===== src/rtl/mem_ctrl_pkg.sv =====
// Shared types and constants for the dual-port RAM initiator controller.
package mem_ctrl_pkg;

    typedef enum logic [1:0] {
        IDLE     = 2'd0,
        RD_ISSUE = 2'd1,
        RD_CAPT  = 2'd2,
        RSP      = 2'd3
    } state_t;

    localparam logic OP_READ  = 1'b0;
    localparam logic OP_WRITE = 1'b1;

    localparam int D_WIDTH_DEF = 16;
    localparam int A_WIDTH_DEF = 4;

endpackage


===== src/rtl/mem_burst_addr_gen.sv =====
// Burst read address register with modulo-2^A_WIDTH increment and remaining-beat counter.
// Loads on read accept, steps on each non-final response handshake; o_last flags the final beat.
module mem_burst_addr_gen #(
    parameter int A_WIDTH   = 4,
    parameter int LEN_WIDTH = 2
) (
    input  logic                 clk,
    input  logic                 rst_n,
    input  logic                 i_load,
    input  logic [A_WIDTH-1:0]   i_addr,
    input  logic [LEN_WIDTH-1:0] i_len,
    input  logic                 i_step,
    output logic [A_WIDTH-1:0]   o_addr,
    output logic                 o_last
);

    logic [A_WIDTH-1:0]   r_addr;
    logic [LEN_WIDTH-1:0] r_beats_left;

    always_ff @(posedge clk or negedge rst_n) begin
        if (!rst_n) begin
            r_addr       <= '0;
            r_beats_left <= '0;
        end else if (i_load) begin
            r_addr       <= i_addr;
            r_beats_left <= i_len;
        end else if (i_step) begin
            // Natural overflow of the A_WIDTH-bit add gives the wrap to address 0.
            r_addr       <= r_addr + 1'b1;
            r_beats_left <= r_beats_left - 1'b1;
        end
    end

    assign o_addr = r_addr;
    assign o_last = (r_beats_left == '0);

endmodule


===== src/rtl/mem_port_ctrl.sv =====
// Initiator-side controller: valid/ready requests in, registered RAM port drive, read responses out.
// Latency: writes commit one edge after accept; read accept to rsp_valid is 2 cycles (3 per burst beat).
// Backpressure: req_ready only in IDLE; rsp_data/rsp_last hold while rsp_ready=0. Burst reads via MEM_CTRL_BURST_EN.
module mem_port_ctrl
    import mem_ctrl_pkg::*;
#(
    parameter int D_WIDTH   = D_WIDTH_DEF,
`ifdef MEM_CTRL_BURST_EN
    parameter int LEN_WIDTH = 2,
`endif
    parameter int A_WIDTH   = A_WIDTH_DEF
) (
    input  logic                 clk,
    input  logic                 rst_n,
    input  logic                 req_valid,
    output logic                 req_ready,
    input  logic                 req_we,
    input  logic [A_WIDTH-1:0]   req_addr,
    input  logic [D_WIDTH-1:0]   req_wdata,
`ifdef MEM_CTRL_BURST_EN
    input  logic [LEN_WIDTH-1:0] req_len,
`endif
    output logic                 rsp_valid,
    input  logic                 rsp_ready,
    output logic [D_WIDTH-1:0]   rsp_data,
    output logic                 rsp_last,
    output logic [A_WIDTH-1:0]   mem_address_write,
    output logic [D_WIDTH-1:0]   mem_data_write,
    output logic                 mem_write_enable,
    output logic [A_WIDTH-1:0]   mem_address_read,
    input  logic [D_WIDTH-1:0]   mem_data_read
);

    state_t             r_state;
    state_t             w_state_nxt;
    logic               w_wr_acc;
    logic               w_rd_acc;
    logic               w_rsp_hs;
    logic               w_last;
    logic [A_WIDTH-1:0] w_rd_addr;
    logic               r_we;
    logic [A_WIDTH-1:0] r_waddr;
    logic [D_WIDTH-1:0] r_wdata;
    logic [D_WIDTH-1:0] r_rsp_data;

    assign req_ready = (r_state == IDLE);
    assign rsp_valid = (r_state == RSP);
    assign w_rsp_hs  = rsp_valid & rsp_ready;
    assign w_wr_acc  = req_valid & req_ready & (req_we == OP_WRITE);
    assign w_rd_acc  = req_valid & req_ready & (req_we == OP_READ);

    always_ff @(posedge clk or negedge rst_n) begin
        if (!rst_n) begin
            r_state <= IDLE;
        end else begin
            r_state <= w_state_nxt;
        end
    end

    always_comb begin
        w_state_nxt = r_state;
        case (r_state)
            IDLE:     if (w_rd_acc) w_state_nxt = RD_ISSUE;
            RD_ISSUE: w_state_nxt = RD_CAPT;
            RD_CAPT:  w_state_nxt = RSP;
            RSP:      if (w_rsp_hs) w_state_nxt = w_last ? IDLE : RD_ISSUE;
            default:  w_state_nxt = IDLE;
        endcase
    end

    // Write accepts only happen in IDLE, so the enable can never be high outside it.
    always_ff @(posedge clk or negedge rst_n) begin
        if (!rst_n) begin
            r_we    <= 1'b0;
            r_waddr <= '0;
            r_wdata <= '0;
        end else begin
            r_we <= w_wr_acc;
            if (w_wr_acc) begin
                r_waddr <= req_addr;
                r_wdata <= req_wdata;
            end
        end
    end

    always_ff @(posedge clk or negedge rst_n) begin
        if (!rst_n) begin
            r_rsp_data <= '0;
        end else if (r_state == RD_CAPT) begin
            r_rsp_data <= mem_data_read;
        end
    end

`ifdef MEM_CTRL_BURST_EN
    logic w_step;

    assign w_step = w_rsp_hs & ~w_last;

    mem_burst_addr_gen #(
        .A_WIDTH   (A_WIDTH),
        .LEN_WIDTH (LEN_WIDTH)
    ) u_addr_gen (
        .clk    (clk),
        .rst_n  (rst_n),
        .i_load (w_rd_acc),
        .i_addr (req_addr),
        .i_len  (req_len),
        .i_step (w_step),
        .o_addr (w_rd_addr),
        .o_last (w_last)
    );
`else
    logic [A_WIDTH-1:0] r_rd_addr;

    always_ff @(posedge clk or negedge rst_n) begin
        if (!rst_n) begin
            r_rd_addr <= '0;
        end else if (w_rd_acc) begin
            r_rd_addr <= req_addr;
        end
    end

    assign w_rd_addr = r_rd_addr;
    assign w_last    = 1'b1;
`endif

    assign mem_write_enable  = r_we;
    assign mem_address_write = r_waddr;
    assign mem_data_write    = r_wdata;
    assign mem_address_read  = w_rd_addr;
    assign rsp_data          = r_rsp_data;
    assign rsp_last          = rsp_valid & w_last;

endmodule

===== config.mk =====
export PLATFORM = sky130hd
export DESIGN_NAME = mem_port_ctrl
export DESIGN_NICKNAME = d
export VERILOG_FILES = /design/src/rtl/mem_ctrl_pkg.sv /design/src/rtl/mem_burst_addr_gen.sv /design/src/rtl/mem_port_ctrl.sv
export SDC_FILE = /design/constraint.sdc
export NUM_CORES = 1
export LEC_CHECK = 0
export ABC_AREA = 1
export BUFFER_PORTS_ARGS = -buffer_cell sky130_fd_sc_hd__buf_4
export CAP_MARGIN = 30
export CORE_UTILIZATION = 40
export DETAILED_ROUTE_END_ITERATION = 16
export HOLD_SLACK_MARGIN = 0.08
export PLACE_DENSITY = 0.71
export SLEW_MARGIN = 5
export SYNTH_ARGS = -nofsm -noshare
export SYNTH_HDL_FRONTEND = slang
export SYNTH_SLANG_ARGS = --single-unit

===== constraint.sdc =====
create_clock -name clk -period 2.9 [get_ports clk]
set_input_delay 0.435 -clock clk [delete_from_list [all_inputs] [get_ports clk]]
set_output_delay 0.435 -clock clk [all_outputs]
set_load 0.02 [all_outputs]

; ---- Word level (Yosys, flattened, before mapping)
; Index checks and enable logic that the tools add are counted.
[op_classes]
n_bitwise = 5
eq_ne = 5
muxes = 3
n_reduce_logical = 2
[ops]
columns = operator, count
row1 = one-hot mux 2 bit (4 select lines), 1
row2 = bitwise AND 1 bit, 4
row3 = "equality test 2 bit, second input constant", 2
row4 = two-way mux 2 bit, 2
row5 = "!= test 2 x 1 -> 1 bit, second input constant", 2
row6 = "equality test 2 x 1 -> 1 bit, second input constant", 1
row7 = zero test 2 bit, 1
row8 = AND reduction 2 bit, 1
row9 = NOT 1 bit, 1
[word_totals]
out_inout_bits = 44
input_bits = 41
wordCells = 21
ff_bits = 43

; ---- Depth between registers and ports, before layout
; Gate-level depths: netlist (run 1).
[depth]
ltp_word = 5
mapped_depth = 7
mapped_depth_nobuf = 6

; ---- Least setup slack after synthesis (run 1)
; OpenSTA, ideal clock, no wires.
[synth_path]
path_type = reg-to-reg
from = register r_state[0]
to = register r_wdata[0] (netlist: mem_data_write[0])
period_less_slack_ns = 1.384
stages_incl_launch_ff = 7
path_buffers = 1
required_time_ns = 2.783
path_slack_ns = 1.516
arrival_ns = 1.267
setup_time_ns = 0.117
cell_sequence = dfrtp_1 > inv_1 > ha_1 > nand3_2 > buf_2 > nand2_1 > nand2_1
[synth_between]
elab_chain_cells = 3
[synth_rtl]
columns = element, line
row1 = from (decl), mem_port_ctrl.sv:34  ; state_t r_state;
row2 = from (signal assigned), mem_port_ctrl.sv:56  ; r_state <= w_state_nxt;
row3 = zero test 2 bit, mem_port_ctrl.sv:46  ; assign req_ready = (r_state == IDLE);
row4 = net req_ready, mem_port_ctrl.sv:16  ; output logic req_ready,
row5 = bitwise AND 1 bit (2 in a row), mem_port_ctrl.sv:49  ; assign w_wr_acc = req_valid & req_ready & (req_we == OP_WRITE);
row6 = to (signal assigned), mem_port_ctrl.sv:81  ; r_wdata <= req_wdata;
row7 = to (decl), mem_port_ctrl.sv:43  ; logic [D_WIDTH-1:0] r_wdata;
; The timed path passes the listed nets, and every way through them passes these cells.
; A chain may end at the register's enable or synchronous reset.

; ---- Final worst setup path (run 1)
[layout_path]
from = register r_state[0]
to = register r_rsp_data[4] (netlist: rsp_data[4])
[layout_between]
elab_chain_cells = 1
[layout_rtl]
columns = element, line
row1 = equality test 2 bit, mem_port_ctrl.sv:89  ; end else if (r_state == RD_CAPT) begin
row2 = to (signal assigned), mem_port_ctrl.sv:90  ; r_rsp_data <= mem_data_read;
row3 = to (decl), mem_port_ctrl.sv:44  ; logic [D_WIDTH-1:0] r_rsp_data;
; No other way between the ends.

==> summary.md, run 1 <==
| Metric | Value |
|---|---|
| Final core area utilization | `0.608` |
| Clock Latency Late Sink | `0.29 ns` |
| Vias per inst | `4.56` |
| First-pass GRT wire length | `5.74 mm` |
| Core Rows | `23` |
| Die Area | `4540 µm²` |
| Grt total ovfl | `0` |
| Combinational family with the most area after synthesis | `simple AND/OR/NAND/NOR gates` |
| Status | `finished, final reports clean` |
| Post-Syn Area | `1710 µm²` |
| GRT busiest layer | `met2` |
| CTS max path bufs | `2` |
| Hold Fails Final Rpt | `0` |
| Commonest non-fill, non-tap cell in the layout | `buf_4` |
| ANT cells | `0` |
| Total routing usage reported by global routing | `0.174` |
| Initial antenna violation count | `0` |
| Die Y | `67.3 µm` |
| Initial Utilization | `0.421` |
| Max IR drop VDD | `435 µV` |
| Post-synthesis sequential area ratio | `0.630` |
| Slew headroom | `0.491` |
| Min Tclk post-route | `1.71 ns` |
| Period utilization | `0.588` |
| Placer Congestion | `0.754` |
| Core Area | `4060 µm²` |
| Final slew viol count | `0` |
| Gate Count Post-Synth | `154` |
| RSZ-0062 raised after global routing | `no` |
| Mux cell area share after synthesis | `0.108` |
| Synthesized net count | `199` |
| Power Density | `1190 nW/µm²` |
| Final Non-Filler Cells | `290` |
| Leading area contributor after synthesis | `dfrtp_1` |
| Setup TNS | `0 ns` |
| Post-detail-place hpwl | `2.59 mm` |
| WL final | `3.53 mm` |
| Vias in the first global route | `1318` |
| Inst Count DP | `282` |
| Setup Skew | `0.00515 ns` |
| DR pass1 iterations | `4` |
| Setup-failing EPs final | `0` |
| Xor/xnor share of the synthesized area | `0` |
| Compound-Gate Fraction of Synth Area | `0.0264` |
| # Post-CTS Setup Buffers | `0` |
| Hold slack | `0.119 ns` |
| Mapped Avg Cell Area | `11.1 µm²` |
| Die W | `67.3 µm` |
| Post-route ant nets | `0` |
| Root Buffer | `clkbuf_8` |
| Fmax achieved | `0.586 GHz` |
| Number of H-tree levels | `2` |
| Power Total | `0.00293 W` |
| Worst Path Required | `3.07 ns` |
| Share of cells above drive strength 1 | `0.463` |
| CTS tree | `done` |
| GR Util met1 | `0.192` |
| YS warnings | `0` |
| Worst setup SP type | `flop` |
| Worst slew pin tran | `0.763 ns` |
| Clk sinks | `43` |
| DR WL/cell | `12.2 µm` |
| Arrival @ worst endpoint | `1.88 ns` |
| Ranking of synthesized cells by area | `dfrtp_1 63%, nand2_1 14%, mux2_2 9.9%` |
| Synth Area in Simple Gates | `0.156` |
| Worst min-delay path class | `in -> async` |
| Iteration-0 DRC Markers | `38` |
| Hold Buf Count CTS | `0` |
| Synth unique cells | `16` |
| Grt met3 use | `0.0659` |
| Most frequent cells in the layout | `84 x buf_4, 62 x nand2_1, 43 x dfrtp_1` |
| Met2 global-route usage | `0.295` |
| I/O pin total | `85` |
| Reg clk slew, reported paths | `0.08 ns` |
| Via count | `1321` |
| Layout Nets | `284` |
| Pin count of the biggest net entering global routing | `44` |
| DRC viols | `0` |
| Worst-path fanout max | `17` |
| Leak | `1.34 nW` |
| Crit end category | `flop` |
| Area grow syn2layout | `44.5%` |
| Yosys top cell area share | `0.630` |
| Port-buffer cells | `84` |
| WS Path Type | `reg -> reg` |
| Total CTS buffers | `5` |
| Max Cap Viol | `0` |
| # resized after CTS | `0` |
| Synth Area in Adders | `0.0293` |
| Yosys reg bits | `43` |
-- sequential cells by signal (all words and copies together) (netlist names) --
register,flops
rsp_data,16
r_state,2
mem_data_write,16
mem_address_read,4
mem_write_enable,1
mem_address_write,4
-- cell families after synthesis --
family | count (synthesis)
simple gates | 67
compound gates | 9
fa+ha+maj | 4
flops | 43
mux | 16
buf+inv | 15
-- layer usage --
| metal | vias to the layer above | routed length [µm] |
|---|---|---|
| met5 | - | 0 |
| met4 | 0 | 71 |
| met3 | 6 | 207 |
| met2 | 45 | 1770 |
| met1 | 617 | 1490 |
| li1 | 653 | - |
-- through the flow --
stage | setup WS [ns] | instance area, µm²
2_1_floorplan | 1.52 | 1710
3_3_place_gp | 1.21 | 2350
3_5_place_dp | 1.16 | 2350
4_1_cts | 1.15 | 2470
5_1_grt | 0.940 | 2470
6_report | 1.19 | 2470
-- power breakdown --
group | internal [W] | leakage (nW) | switching [W]
clock | 0.000279 | 0.0612 | 0.000195
combinational | 0.000655 | 0.751 | 0.000752
sequential | 0.000889 | 0.525 | 0.000156
total | 0.00182 | 1.34 | 0.00110
-- worst max-delay path: stages (launching register included) --
cell	delay [ns]
dfrtp_1	0.40
inv_1	0.11
ha_1	0.67
mux2_2	0.41
-- area by class of cell --
| type | instances | area (µm²) |
|---|---|---|
| fillers | 365 | 1590 |
| multi-input cells | 96 | 546 |
| flip-flops and latches | 43 | 1080 |
| clock inverters | 2 | 35.0 |
| clock buffers | 6 | 82.6 |
| well taps | 50 | 62.6 |
| inverters | 9 | 35.0 |
| repair buffers | 84 | 631 |
-- Yosys cell counts --
cell type,number
buf_2,2
buf_4,1
buf_6,3
clkinv_2,1
dfrtp_1,43
ha_1,4
inv_1,8
mux2_2,15
mux2_4,1
nand2_1,62
nand3_1,2
nand3_2,1
nand3b_1,1
o21ai_0,4
o21ai_1,5
or2_2,1
-- path summary, 6_finish.rpt --
check,startpoint,to,slack [ns],cells after the start
min in group clk,req_wdata[7],mem_data_write[7]$_DFFE_PN0P_,0.34,3
min,rst_n,rsp_data[8]$_DFFE_PN0N_,0.12,1
min reg2reg,mem_data_write[8]$_DFFE_PN0P_,mem_data_write[8]$_DFFE_PN0P_,0.48,2
max in group asynchronous,rst_n,mem_data_write[3]$_DFFE_PN0P_,2.42,1
max reg2reg,r_state[0]$_DFFE_PN0P_,rsp_data[4]$_DFFE_PN0N_,1.19,3
max,r_state[0]$_DFFE_PN0P_,rsp_data[4]$_DFFE_PN0N_,1.19,3
Note: power is estimated with default switching activity, not from simulation.
==> run 2: changes to the inputs <==
--- a/config.mk
+++ b/config.mk
@@ -5,13 +5,13 @@
 export SDC_FILE = /design/constraint.sdc
 export NUM_CORES = 1
 export LEC_CHECK = 0
-export ABC_AREA = 1
+export ABC_AREA = 0
 export BUFFER_PORTS_ARGS = -buffer_cell sky130_fd_sc_hd__buf_4
 export CAP_MARGIN = 30
 export CORE_UTILIZATION = 40
 export DETAILED_ROUTE_END_ITERATION = 16
 export HOLD_SLACK_MARGIN = 0.08
-export PLACE_DENSITY = 0.71
+export PLACE_DENSITY = 0.74
 export SLEW_MARGIN = 5
 export SYNTH_ARGS = -nofsm -noshare
 export SYNTH_HDL_FRONTEND = slang
==> constraint.sdc (replaced) <==
create_clock -name clk -period 1.5 [get_ports clk]
set_input_delay 0.225 -clock clk [delete_from_list [all_inputs] [get_ports clk]]
set_output_delay 0.225 -clock clk [all_outputs]
set_load 0.02 [all_outputs]
==> summary.md, run 2 <==
| Metric | Value |
|---|---|
| Worst slew pin tran | `0.527 ns` |
| Arrival @ worst endpoint | `1.60 ns` |
| Area grow syn2layout | `47.6%` |
| Synth Flop Type | `dfrtp_1` |
| Slew headroom | `0.649` |
| Iteration-0 DRC Markers | `23` |
| Setup-failing EPs final | `0` |
| First-pass GRT wire length | `5.11 mm` |
| Hold Fails Final Rpt | `0` |
| Ranking of synthesized cells by area | `dfrtp_1 61%, mux2_4 16%, mux2_2 14%` |
| Worst Path Required | `1.67 ns` |
| Max IR drop VDD | `1070 µV` |
| Final worst setup slack | `0.0772 ns` |
| I/O pin total | `85` |
| Vias per inst | `4.67` |
| Yosys reg bits | `43` |
| Post-Syn Area | `1770 µm²` |
| Leading area contributor after synthesis | `dfrtp_1` |
| Mapped Avg Cell Area | `17.2 µm²` |
| Synthesized net count | `148` |
| CTS max path bufs | `2` |
| Root Buffer | `clkbuf_8` |
| Total routing usage reported by global routing | `0.154` |
| ANT cells | `0` |
| DRC viols | `0` |
| Most frequent cells in the layout | `84 x buf_4, 43 x dfrtp_1, 22 x mux2_2` |
| Layout Nets | `237` |
| Worst-path fanout max | `21` |
| Post-synth top cells | `43 x dfrtp_1, 22 x mux2_2, 19 x mux2_4` |
| Setup TNS | `0 ns` |
| Reg clk slew, reported paths | `0.08 ns` |
| Critical path's slowest cell | `dfrtp_1` |
| Cell family with most CP delay | `flip-flops` |
| Worst setup SP type | `flop` |
| Fraction of registers with async set/reset | `1.00` |
| Initial antenna violation count | `0` |
| Setup Skew | `0.00338 ns` |
| Post-route ant nets | `0` |
| Grt total ovfl | `0` |
| Placement Cell Area | `2460 µm²` |
| Max Cap Viol | `0` |
| # fillers | `312` |
| Gate Count Post-Synth | `103` |
| Leak | `1.34 nW` |
| Final slew viol count | `0` |
| Die W | `68.5 µm` |
| Status | `finished, final reports clean` |
| Worst-path cell chain | `inv_1 > ha_4 > nand3_2 > buf_12 > mux2_4` |
| Vias in the first global route | `1084` |
| Worst min-delay path class | `in -> reg` |
| DR pass1 iterations | `2` |
| Number of H-tree levels | `2` |
| Most common cell in the netlist | `dfrtp_1` |
| Via count | `1134` |
| Total CTS buffers | `5` |
| Core Area | `4120 µm²` |
| Pin count of the biggest net entering global routing | `44` |
| Inst Count DP | `234` |
| Core Rows | `23` |
| YS warnings | `0` |
| Clock Latency Late Sink | `0.28 ns` |
| Initial Utilization | `0.430` |
| Register area | `1080 µm²` |
| Period utilization | `0.949` |
| CP bufs+invs | `2` |
| Largest stage delay, worst path | `0.39 ns` |
| Die Area | `4690 µm²` |
| Port-buffer cells | `84` |
| Clk sinks | `43` |
| Final Non-Filler Cells | `243` |
| Die Y | `68.5 µm` |
| Share of cells above drive strength 1 | `0.710` |
| Commonest non-fill, non-tap cell in the layout | `buf_4` |
| Placer Congestion | `0.708` |
| Yosys top cell area share | `0.608` |
| RSZ-0062 raised after global routing | `no` |
| Setup WS pre-CTS | `0.0442 ns` |
| Post-synth EDFFs | `0` |
| Crit end category | `flop` |
| Fmax achieved | `0.703 GHz` |
| DR WL/cell | `14.3 µm` |
| Power Density | `2380 nW/µm²` |
| WS Path Type | `reg -> reg` |
| Fin area | `2610 µm²` |
| WL final | `3.47 mm` |
| Synth unique cells | `15` |
| CTS tree | `done` |
| # Post-CTS Setup Buffers | `0` |
| Min Tclk post-route | `1.42 ns` |
| Post-synthesis sequential area ratio | `0.608` |
| Area of the multi-input gates | `648 µm²` |
run 2: cell count changes after synthesis, sizes merged, moves of 2 or more:
cell   previous run  this run
inv               8         3
o21ai             9         0
mux2             16        41
nand2            62         0
nand3             3         1
run 2: layout make-up:
| cell class | instances | share of cell area |
|---|---|---|
| Tap cell | 50 | 0.0240 |
| Sequential cell | 43 | 0.412 |
| Inverter | 3 | 0.00431 |
| Clock inverter | 2 | 0.0230 |
| Timing Repair Buffer | 87 | 0.261 |
| Multi-Input combinational cell | 52 | 0.248 |
| Clock buffer | 6 | 0.0278 |
run 2: logic make-up after synthesis:
family | after synthesis | share of synthesized area
buffers and inverters | 8 | 0.0325
AOI/OAI and AO/OA | 1 | 0.00495
muxes | 42 | 0.307
and+or+nand+nor | 5 | 0.0191
DFF | 43 | 0.608
adders and majority gates | 4 | 0.0283
run 2: what timing repair did:
action                                  in CTS  in global routing
hold buffers                                 1                  0
endpoints found under the setup margin       0                 14
hold endpoints to repair                    43                  0
gates resized for setup                      0                  1
run 2: stage by stage:
stage,utilization,hold slack (ns),power (W)
after CTS,0.632,0.155,0.00628
after floorplan,-,-0.0706,0.00395
final,0.635,0.163,0.00622
after global routing,0.635,0.145,0.00659
after detailed placement,0.597,0.242,0.00523
after global placement,0.597,0.230,0.00513
run 2: worst paths after layout:
path	startpoint	to	slack (ns)	depth (start not counted)
worst max-delay path	r_state[0]$_DFFE_PN0P_	mem_data_write[8]$_DFFE_PN0P_	0.08	5
worst min-delay path	req_wdata[11]	mem_data_write[11]$_DFFE_PN0P_	0.16	2
worst max register to register	r_state[0]$_DFFE_PN0P_	mem_data_write[8]$_DFFE_PN0P_	0.08	5
worst min register to register	rsp_data[9]$_DFFE_PN0N_	rsp_data[9]$_DFFE_PN0N_	0.51	1
max in group asynchronous	rst_n	rsp_data[14]$_DFFE_PN0N_	0.68	2
min in group asynchronous	rst_n	rsp_data[8]$_DFFE_PN0N_	0.46	2
run 2: power by group:
group	total, W	internal [W]	switching, W
combinational	0.00312	0.00168	0.00144
sequential	0.00207	0.00175	0.000322
clock	0.00103	0.000665	0.000368
total	0.00622	0.00409	0.00213
run 2: routing by layer:
layer | vias up | routed length, µm | part of all wire | track usage
met5 | - | 0 | 0 | 0
met4 | 0 | 40 | 0.012 | 0.0547
met3 | 4 | 285 | 0.082 | 0.0444
met2 | 52 | 1850 | 0.53 | 0.277
met1 | 547 | 1290 | 0.37 | 0.172
li1 | 531 | - | - | -
